[src/rtl/plab5_mcore_net_msg_to_mem_req_buf_pkg.sv]
// Shared definitions for the bank-side network-to-memory request receiver:
// domain policy encodings, message widths and the domain accept rule.
package plab5_mcore_net_msg_to_mem_req_buf_pkg;

    typedef enum logic [1:0] {
        DOM_0   = 2'd0,
        DOM_1   = 2'd1,
        DOM_ANY = 2'd2
    } dom_policy_e;

    localparam int MEM_REQ_TYPE_NBITS = 3;
    localparam int MEM_REQ_LEN_NBITS  = 2;

    // Memory request control word: {type, opaque, addr, len}
    function automatic int mem_msg_cnbits(input int mo, input int ma);
        return MEM_REQ_TYPE_NBITS + mo + ma + MEM_REQ_LEN_NBITS;
    endfunction

    // Network control word: {dest, src, opaque, dom_n, mem_ctrl}
    function automatic int net_msg_cnbits(input int ns, input int no, input int mo, input int ma);
        return ns + ns + no + mem_msg_cnbits(mo, ma) + 1;
    endfunction

    function automatic logic domain_accept(input int policy, input logic req_dom);
        if (policy == int'(DOM_ANY)) begin
            return 1'b1;
        end
        return req_dom == policy[0];
    endfunction

endpackage

[src/rtl/plab5_mcore_net_msg_to_mem_req_buf_if.sv]
// Bank-side bundle: network request input, memory request output and the
// reject notification channel.
interface plab5_mcore_net_msg_to_mem_req_buf_if
    import plab5_mcore_net_msg_to_mem_req_buf_pkg::*;
#(
    parameter int p_mem_opaque_nbits  = 8,
    parameter int p_mem_addr_nbits    = 32,
    parameter int p_mem_data_nbits    = 32,
    parameter int p_net_opaque_nbits  = 4,
    parameter int p_net_srcdest_nbits = 3
);
    localparam int c_mem_msg_cnbits = mem_msg_cnbits(p_mem_opaque_nbits, p_mem_addr_nbits);
    localparam int c_net_msg_cnbits = net_msg_cnbits(p_net_srcdest_nbits, p_net_opaque_nbits,
                                                     p_mem_opaque_nbits, p_mem_addr_nbits);

    logic                                       net_req_val;
    logic                                       net_req_rdy;
    logic [c_net_msg_cnbits-1:0]                net_msg_control;
    logic [p_mem_data_nbits-1:0]                net_msg_data;
    logic                                       mem_req_val;
    logic                                       mem_req_rdy;
    logic [c_mem_msg_cnbits+p_mem_data_nbits-1:0] mem_req_msg;
    logic                                       mem_req_domain;
    logic                                       rej_val;
    logic                                       rej_rdy;
    logic [p_net_srcdest_nbits-1:0]             rej_src;
    logic [p_mem_opaque_nbits-1:0]              rej_opaque;
    logic [7:0]                                 rej_count;

    modport slave (
        input  net_req_val, net_msg_control, net_msg_data, mem_req_rdy, rej_rdy,
        output net_req_rdy, mem_req_val, mem_req_msg, mem_req_domain,
               rej_val, rej_src, rej_opaque, rej_count
    );

    modport master (
        output net_req_val, net_msg_control, net_msg_data, mem_req_rdy, rej_rdy,
        input  net_req_rdy, mem_req_val, mem_req_msg, mem_req_domain,
               rej_val, rej_src, rej_opaque, rej_count
    );

endinterface

[src/rtl/plab5_mcore_req_queue2.sv]
// Two-entry val/rdy queue with wrapping 1-bit pointers; output comes straight
// from the head entry, so there is no enqueue-to-dequeue bypass.
module plab5_mcore_req_queue2 #(
    parameter int p_nbits = 8
) (
    input  logic               clk,
    input  logic               reset,
    input  logic               enq_val,
    output logic               enq_rdy,
    input  logic [p_nbits-1:0] enq_msg,
    output logic               deq_val,
    input  logic               deq_rdy,
    output logic [p_nbits-1:0] deq_msg
);
    logic       head_reg;
    logic       tail_reg;
    logic [1:0] count_reg;
    logic       enq_fire;
    logic       deq_fire;
    logic [p_nbits-1:0] entry [2];

    assign enq_rdy  = (count_reg != 2'd2);
    assign deq_val  = (count_reg != 2'd0);
    assign enq_fire = enq_val && enq_rdy;
    assign deq_fire = deq_val && deq_rdy;
    assign deq_msg  = entry[head_reg];

    always_ff @(posedge clk or negedge reset) begin
        if (!reset) begin
            head_reg  <= 1'b0;
            tail_reg  <= 1'b0;
            count_reg <= 2'd0;
        end else begin
            if (enq_fire) tail_reg <= ~tail_reg;
            if (deq_fire) head_reg <= ~head_reg;
            case ({enq_fire, deq_fire})
                2'b10:   count_reg <= count_reg + 2'd1;
                2'b01:   count_reg <= count_reg - 2'd1;
                default: count_reg <= count_reg;
            endcase
        end
    end

    // Payload storage needs no reset: it is only observed while count says valid.
    generate
        for (genvar gi = 0; gi < 2; gi++) begin : g_entry
            logic [p_nbits-1:0] data_reg;
            always_ff @(posedge clk) begin
                if (enq_fire && (tail_reg == 1'(gi))) data_reg <= enq_msg;
            end
            assign entry[gi] = data_reg;
        end
    endgenerate

endmodule

[src/rtl/plab5_mcore_net_msg_to_mem_req_buf.sv]
// Bank-side receiver: filters network requests by requester domain, buffers
// accepted ones as memory requests and reports rejected ones.
module plab5_mcore_net_msg_to_mem_req_buf
    import plab5_mcore_net_msg_to_mem_req_buf_pkg::*;
#(
    parameter int p_mem_opaque_nbits  = 8,
    parameter int p_mem_addr_nbits    = 32,
    parameter int p_mem_data_nbits    = 32,
    parameter int p_net_opaque_nbits  = 4,
    parameter int p_net_srcdest_nbits = 3,
    parameter int p_bank_domain       = 2
) (
    input logic clk,
    input logic reset,
    plab5_mcore_net_msg_to_mem_req_buf_if.slave bus
);
    localparam int c_mem_msg_cnbits = mem_msg_cnbits(p_mem_opaque_nbits, p_mem_addr_nbits);
    localparam int c_net_msg_cnbits = net_msg_cnbits(p_net_srcdest_nbits, p_net_opaque_nbits,
                                                     p_mem_opaque_nbits, p_mem_addr_nbits);
    localparam int c_q_nbits        = c_mem_msg_cnbits + p_mem_data_nbits + 1;
    localparam int c_mem_opaque_lsb = p_mem_addr_nbits + MEM_REQ_LEN_NBITS;

    logic [c_mem_msg_cnbits-1:0]    mem_ctrl;
    logic [p_net_srcdest_nbits-1:0] src;
    logic                           req_dom;
    logic                           accept;
    logic                           net_req_rdy;
    logic                           net_fire;
    logic                           unused_fields;

    logic                           rej_val_reg;
    logic [7:0]                     rej_count_reg;
    logic [p_net_srcdest_nbits-1:0] rej_src_reg;
    logic [p_mem_opaque_nbits-1:0]  rej_opaque_reg;

    logic                 q_enq_val;
    logic                 q_enq_rdy;
    logic [c_q_nbits-1:0] q_enq_msg;
    logic                 q_deq_val;
    logic [c_q_nbits-1:0] q_deq_msg;

    assign mem_ctrl = bus.net_msg_control[c_mem_msg_cnbits-1:0];
    assign req_dom  = ~bus.net_msg_control[c_mem_msg_cnbits];
    assign src      = bus.net_msg_control[c_net_msg_cnbits-p_net_srcdest_nbits-1 -: p_net_srcdest_nbits];
    assign accept   = domain_accept(p_bank_domain, req_dom);

    // Destination and network opaque are consumed by the network, not by the bank.
    assign unused_fields = ^{bus.net_msg_control[c_net_msg_cnbits-1 -: p_net_srcdest_nbits],
                             bus.net_msg_control[c_mem_msg_cnbits+1 +: p_net_opaque_nbits]};

    // A pending reject stalls all input so requests leave in arrival order.
    assign net_req_rdy     = q_enq_rdy && !rej_val_reg;
    assign net_fire        = bus.net_req_val && net_req_rdy;
    assign bus.net_req_rdy = net_req_rdy;

    assign q_enq_val = net_fire && accept;
    assign q_enq_msg = {mem_ctrl, bus.net_msg_data, req_dom};

    plab5_mcore_req_queue2 #(
        .p_nbits (c_q_nbits)
    ) req_queue (
        .clk     (clk),
        .reset   (reset),
        .enq_val (q_enq_val),
        .enq_rdy (q_enq_rdy),
        .enq_msg (q_enq_msg),
        .deq_val (q_deq_val),
        .deq_rdy (bus.mem_req_rdy),
        .deq_msg (q_deq_msg)
    );

    assign bus.mem_req_val    = q_deq_val;
    assign bus.mem_req_msg    = q_deq_msg[c_q_nbits-1:1];
    assign bus.mem_req_domain = q_deq_msg[0];

    always_ff @(posedge clk or negedge reset) begin
        if (!reset) begin
            rej_val_reg   <= 1'b0;
            rej_count_reg <= 8'd0;
        end else if (net_fire && !accept) begin
            rej_val_reg <= 1'b1;
            if (rej_count_reg != 8'hFF) rej_count_reg <= rej_count_reg + 8'd1;
        end else if (rej_val_reg && bus.rej_rdy) begin
            rej_val_reg <= 1'b0;
        end
    end

    always_ff @(posedge clk) begin
        if (net_fire && !accept) begin
            rej_src_reg    <= src;
            rej_opaque_reg <= mem_ctrl[c_mem_opaque_lsb +: p_mem_opaque_nbits];
        end
    end

    assign bus.rej_val    = rej_val_reg;
    assign bus.rej_src    = rej_src_reg;
    assign bus.rej_opaque = rej_opaque_reg;
    assign bus.rej_count  = rej_count_reg;

endmodule

[src/flat_wrapper.sv]
// flat-port wrapper written by rule: the top's interface ports become plain ports
module plab5_mcore_net_msg_to_mem_req_buf_flat import plab5_mcore_net_msg_to_mem_req_buf_pkg::*;
#(
    parameter int p_mem_opaque_nbits  = 8,
    parameter int p_mem_addr_nbits    = 32,
    parameter int p_mem_data_nbits    = 32,
    parameter int p_net_opaque_nbits  = 4,
    parameter int p_net_srcdest_nbits = 3,
    parameter int p_bank_domain       = 2
)
  (clk, reset, bus_net_req_val, bus_net_msg_control, bus_net_msg_data, bus_mem_req_rdy, bus_rej_rdy, bus_net_req_rdy, bus_mem_req_val, bus_mem_req_msg, bus_mem_req_domain, bus_rej_val, bus_rej_src, bus_rej_opaque, bus_rej_count);
  plab5_mcore_net_msg_to_mem_req_buf_if #(.p_mem_opaque_nbits(p_mem_opaque_nbits), .p_mem_addr_nbits(p_mem_addr_nbits), .p_mem_data_nbits(p_mem_data_nbits), .p_net_opaque_nbits(p_net_opaque_nbits), .p_net_srcdest_nbits(p_net_srcdest_nbits)) bus_i ();
  input logic clk;
  input logic reset;
  input wire logic [$bits(bus_i.net_req_val)-1:0] bus_net_req_val;
  input wire logic [$bits(bus_i.net_msg_control)-1:0] bus_net_msg_control;
  input wire logic [$bits(bus_i.net_msg_data)-1:0] bus_net_msg_data;
  input wire logic [$bits(bus_i.mem_req_rdy)-1:0] bus_mem_req_rdy;
  input wire logic [$bits(bus_i.rej_rdy)-1:0] bus_rej_rdy;
  output wire logic [$bits(bus_i.net_req_rdy)-1:0] bus_net_req_rdy;
  output wire logic [$bits(bus_i.mem_req_val)-1:0] bus_mem_req_val;
  output wire logic [$bits(bus_i.mem_req_msg)-1:0] bus_mem_req_msg;
  output wire logic [$bits(bus_i.mem_req_domain)-1:0] bus_mem_req_domain;
  output wire logic [$bits(bus_i.rej_val)-1:0] bus_rej_val;
  output wire logic [$bits(bus_i.rej_src)-1:0] bus_rej_src;
  output wire logic [$bits(bus_i.rej_opaque)-1:0] bus_rej_opaque;
  output wire logic [$bits(bus_i.rej_count)-1:0] bus_rej_count;
  assign bus_i.net_req_val = bus_net_req_val;
  assign bus_i.net_msg_control = bus_net_msg_control;
  assign bus_i.net_msg_data = bus_net_msg_data;
  assign bus_i.mem_req_rdy = bus_mem_req_rdy;
  assign bus_i.rej_rdy = bus_rej_rdy;
  assign bus_net_req_rdy = bus_i.net_req_rdy;
  assign bus_mem_req_val = bus_i.mem_req_val;
  assign bus_mem_req_msg = bus_i.mem_req_msg;
  assign bus_mem_req_domain = bus_i.mem_req_domain;
  assign bus_rej_val = bus_i.rej_val;
  assign bus_rej_src = bus_i.rej_src;
  assign bus_rej_opaque = bus_i.rej_opaque;
  assign bus_rej_count = bus_i.rej_count;
  plab5_mcore_net_msg_to_mem_req_buf #(.p_mem_opaque_nbits(p_mem_opaque_nbits), .p_mem_addr_nbits(p_mem_addr_nbits), .p_mem_data_nbits(p_mem_data_nbits), .p_net_opaque_nbits(p_net_opaque_nbits), .p_net_srcdest_nbits(p_net_srcdest_nbits), .p_bank_domain(p_bank_domain)) u_core (.clk(clk), .reset(reset), .bus(bus_i));
endmodule
[config.mk]
export PLATFORM = sky130hd
export DESIGN_NAME = plab5_mcore_net_msg_to_mem_req_buf_flat
export DESIGN_NICKNAME = d
export VERILOG_FILES = /design/src/rtl/plab5_mcore_net_msg_to_mem_req_buf_pkg.sv /design/src/rtl/plab5_mcore_net_msg_to_mem_req_buf_if.sv /design/src/rtl/plab5_mcore_req_queue2.sv /design/src/rtl/plab5_mcore_net_msg_to_mem_req_buf.sv /design/src/flat_wrapper.sv
export SDC_FILE = /design/constraint.sdc
export NUM_CORES = 1
export LEC_CHECK = 0
export BUFFER_PORTS_ARGS = -buffer_cell sky130_fd_sc_hd__clkbuf_2
export CAP_MARGIN = 15
export CORE_MARGIN = 1.5
export CORE_UTILIZATION = 46
export CTS_CLUSTER_SIZE = 20
export DETAILED_ROUTE_END_ITERATION = 10
export PLACE_DENSITY = 0.73
export SETUP_SLACK_MARGIN = 0.15
export SLEW_MARGIN = 10
export SYNTH_ARGS = -nofsm -noshare
export SYNTH_HDL_FRONTEND = slang
export SYNTH_SLANG_ARGS = --single-unit
[constraint.sdc]
create_clock -name clk -period 4.1 [get_ports clk]
set_clock_uncertainty 0.15 [all_clocks]
set_input_delay 1.025 -clock clk [delete_from_list [all_inputs] [get_ports clk]]
set_output_delay 1.025 -clock clk [all_outputs]
set_load 0.02 [all_outputs]
==> impl_metrics.tcl <==
set metrics [dict create \
    setup_violations 0 \
    netlist_area_mm2 0.00602 \
    pin_count 193 \
    clk_pin_slew_worst_paths_ns 0.06 \
    run_status "completed" \
    num_vias 3030 \
    post-route-period-util_pct 78.2 \
    r2r_start "u_core.req_queue.count_reg[0]$_DFFE_PN0P_" \
    ys_seq_elements 160 \
    worst-slew-pin-transition_ns 1.08 \
    firstDrtPassIters 4 \
    critPathLaunchType "register" \
    grt_pass1_vias 3186 \
    max_freq_mhz 312 \
    die_x_um 117 \
    synthTopCellsByArea "edfxtp_1 78%, mux2_2 13%, buf_4 2.5%, mux2_4 2.5%, dfrtp_1 1.7%" \
    cpPeakStageDelay_ns 0.72 \
    clock_latency_ns 0.41 \
    routabilityCongestion 0.671 \
    final_cell_mix "161 x clkbuf_2, 156 x edfxtp_1, 68 x mux2_2" \
    synth_top_area_share_pct 77.9 \
    cts_tree "yes" \
    cts_sinks 160 \
    drt-initial-drc-count 148 \
    hold_viol_final 0 \
    timing.final.ws_setup_ns 0.892 \
    final_common_cell "clkbuf_2" \
    clk_path_buf_depth 2 \
    seq_power_share_pct 42.1 \
    htreeDepth 4 \
    rr_endpoint "u_core.req_queue.g_entry[1].data_reg[28]$_DFFE_PP_" \
    min_path_type "in -> async" \
    ir_drop_v 0.000369 \
    wirelength_um 9870 \
    area_growth_pct 25.2 \
    slowest_stage "dfrtp_4" \
    finalSetupTns_ns 0 \
    rrSetupSlack_ns 2.02 \
    route.antenna.remaining_nets 0 \
    layout.cells.non_filler 639 \
    maxSlewViolCount 0 \
    pwr-share-clk_pct 26.7 \
    antennaDiodeCount 0 \
    combPwrFrac_pct 31.1 \
    yosysSeqAreaShare_pct 79.5 \
    path_delay_family "flip-flops" \
    cp.arrival_ns 2.03 \
    worst-r2r-cell-count 2 \
    antenna_found_initial 0 \
    final_nets 549 \
    start_util_pct 47.5 \
    fin_util_pct 59.5 \
    cts_setup_buffers 0 \
    grt_max_degree 79 \
    coreArea_mm2 0.0127 \
    p_leak_nw 2.93 \
    powerDensity_mw_per_mm2 756 \
    largest_reg_flops 156 \
    synth_cell_types 18 \
    swShare_pct 31.3 \
    endpoint_kind "output pin" \
    grt_pass1_wl_um 15800 \
    power_switching_mw 1.78 \
    cts_hold_buf 0 \
    rows 41 \
    critPathMaxFanout 33 \
    whs_ns 0.258 \
    place_ws_ns 1.30 \
    cp_cell_sequence "buf_4 -> mux2_2 -> clkbuf_2" \
    slew_headroom_pct 27.9 \
    synth-warning-count 0 \
    drc 0 \
    worst-path-buf-inv 2 \
    port_buffers 161 \
    wire_per_inst_um 15.4 \
    cts_buffers 17 \
    synthCells 282 \
    numPlacedInstances 608 \
    synth.avg_cell_area_um2 21.3 \
    dp_hpwl_um 6330 \
    crit_type "reg -> out" \
    grt_usage_pct 14.9 \
    intPower_mw 3.91 \
    vias_per_cell 4.74 \
    die-area_mm2 0.0138 \
    fp.dieH_um 117 \
    drive_above_1_share_pct 58.7 \
    period_minus_slack_ns 3.21 \
    cts_resized 0 \
    rsz0062_at_grt "no" \
    cts_root_buffer "clkbuf_16" \
    cap_viol_max_count 0 \
    synth_top_cell_by_area "edfxtp_1" \
    grt_overflow_total 0 \
    cp.required_ns 2.92 \
]
## Yosys cell counts
master    number
or2_2          1
xnor2_1        3
xor2_1         2
conb_1         1
inv_1          1
and3_1         1
nand2_1        1
mux2_2        68
nand2b_1       1
buf_4         20
nor2_1         2
ha_1           1
buf_6          3
buf_2          6
edfxtp_1     156
dfrtp_1        4
and2_4         1
mux2_4        10
## cells by family (layout without fill, tap and decap cells)
| kind of cell | Yosys count | after routing | share of synthesized area [%] |
|---|---|---|---|
| flip-flops | 160 | 160 | 79.5 |
| multiplexers | 78 | 78 | 15.2 |
| buffers and inverters | 30 | 196 | 3.62 |
| AND/OR/NAND/NOR | 7 | 7 | 0.645 |
| XOR/XNOR | 5 | 5 | 0.728 |
| adder cells (fa/ha/maj) | 1 | 1 | 0.208 |
| other | 1 | 20 | 0.0623 |
## final cells by class
| cell class | count | area, µm² |
|---|---|---|
| timing repair buffer | 164 | 853 |
| inverter | 1 | 3.75 |
| fill | 983 | 5140 |
| sequential | 160 | 4790 |
| multi-input combinational | 111 | 1100 |
| clock inverter | 13 | 145 |
| clock buffer | 18 | 429 |
| tap | 172 | 215 |
## worst register-to-register path, delay by kind of cell (launching register included)
family / cells / cell delay (ns)
flip-flops: 1 / 0.40
AND/OR/NAND/NOR: 2 / 1.07
## power groups by stage
| stage | clock [mW] | combinational [mW] | sequential [mW] |
|---|---|---|---|
| after floorplan | 0 | 1.35 | 2.35 |
| after global placement | 0 | 1.78 | 2.41 |
| after detailed placement | 0 | 1.80 | 2.44 |
| after CTS | 1.55 | 1.81 | 2.41 |
| after global routing | 1.62 | 1.90 | 2.44 |
| final | 1.52 | 1.77 | 2.40 |
## worst max path at each step
stage / startpoint / cells after the start / to
after global placement: u_core.req_queue.head_reg$_DFFE_PN0P_ / 3 / bus_mem_req_msg[9]
after CTS: u_core.req_queue.head_reg$_DFFE_PN0P_ / 3 / bus_mem_req_msg[9]
final: u_core.req_queue.head_reg$_DFFE_PN0P_ / 3 / bus_mem_req_msg[9]
after global routing: u_core.req_queue.head_reg$_DFFE_PN0P_ / 3 / bus_mem_req_msg[9]
after floorplan: bus_net_req_val / 2 / u_core.req_queue.g_entry[0].data_reg[0]$_DFFE_PP_
after detailed placement: u_core.req_queue.head_reg$_DFFE_PN0P_ / 3 / bus_mem_req_msg[9]
## metal layers
metal  global-route usage (%)  wire length (µm)  vias to the layer above
li1                         -                 -                     1398
met1                     16.3              3950                     1487
met2                     26.2              5070                      131
met3                     5.20               680                       14
met4                     6.48               167                        0
met5                        0                 0                        -
## metrics by stage
stage | power (mW) | area (µm²)
4_1_cts | 5.76 | 7530
3_3_place_gp | 4.20 | 6960
6_report | 5.69 | 7530
3_5_place_dp | 4.24 | 6960
5_1_grt | 5.95 | 7530
2_1_floorplan | 3.71 | 6090
Power figures use the tool's default switching activity.
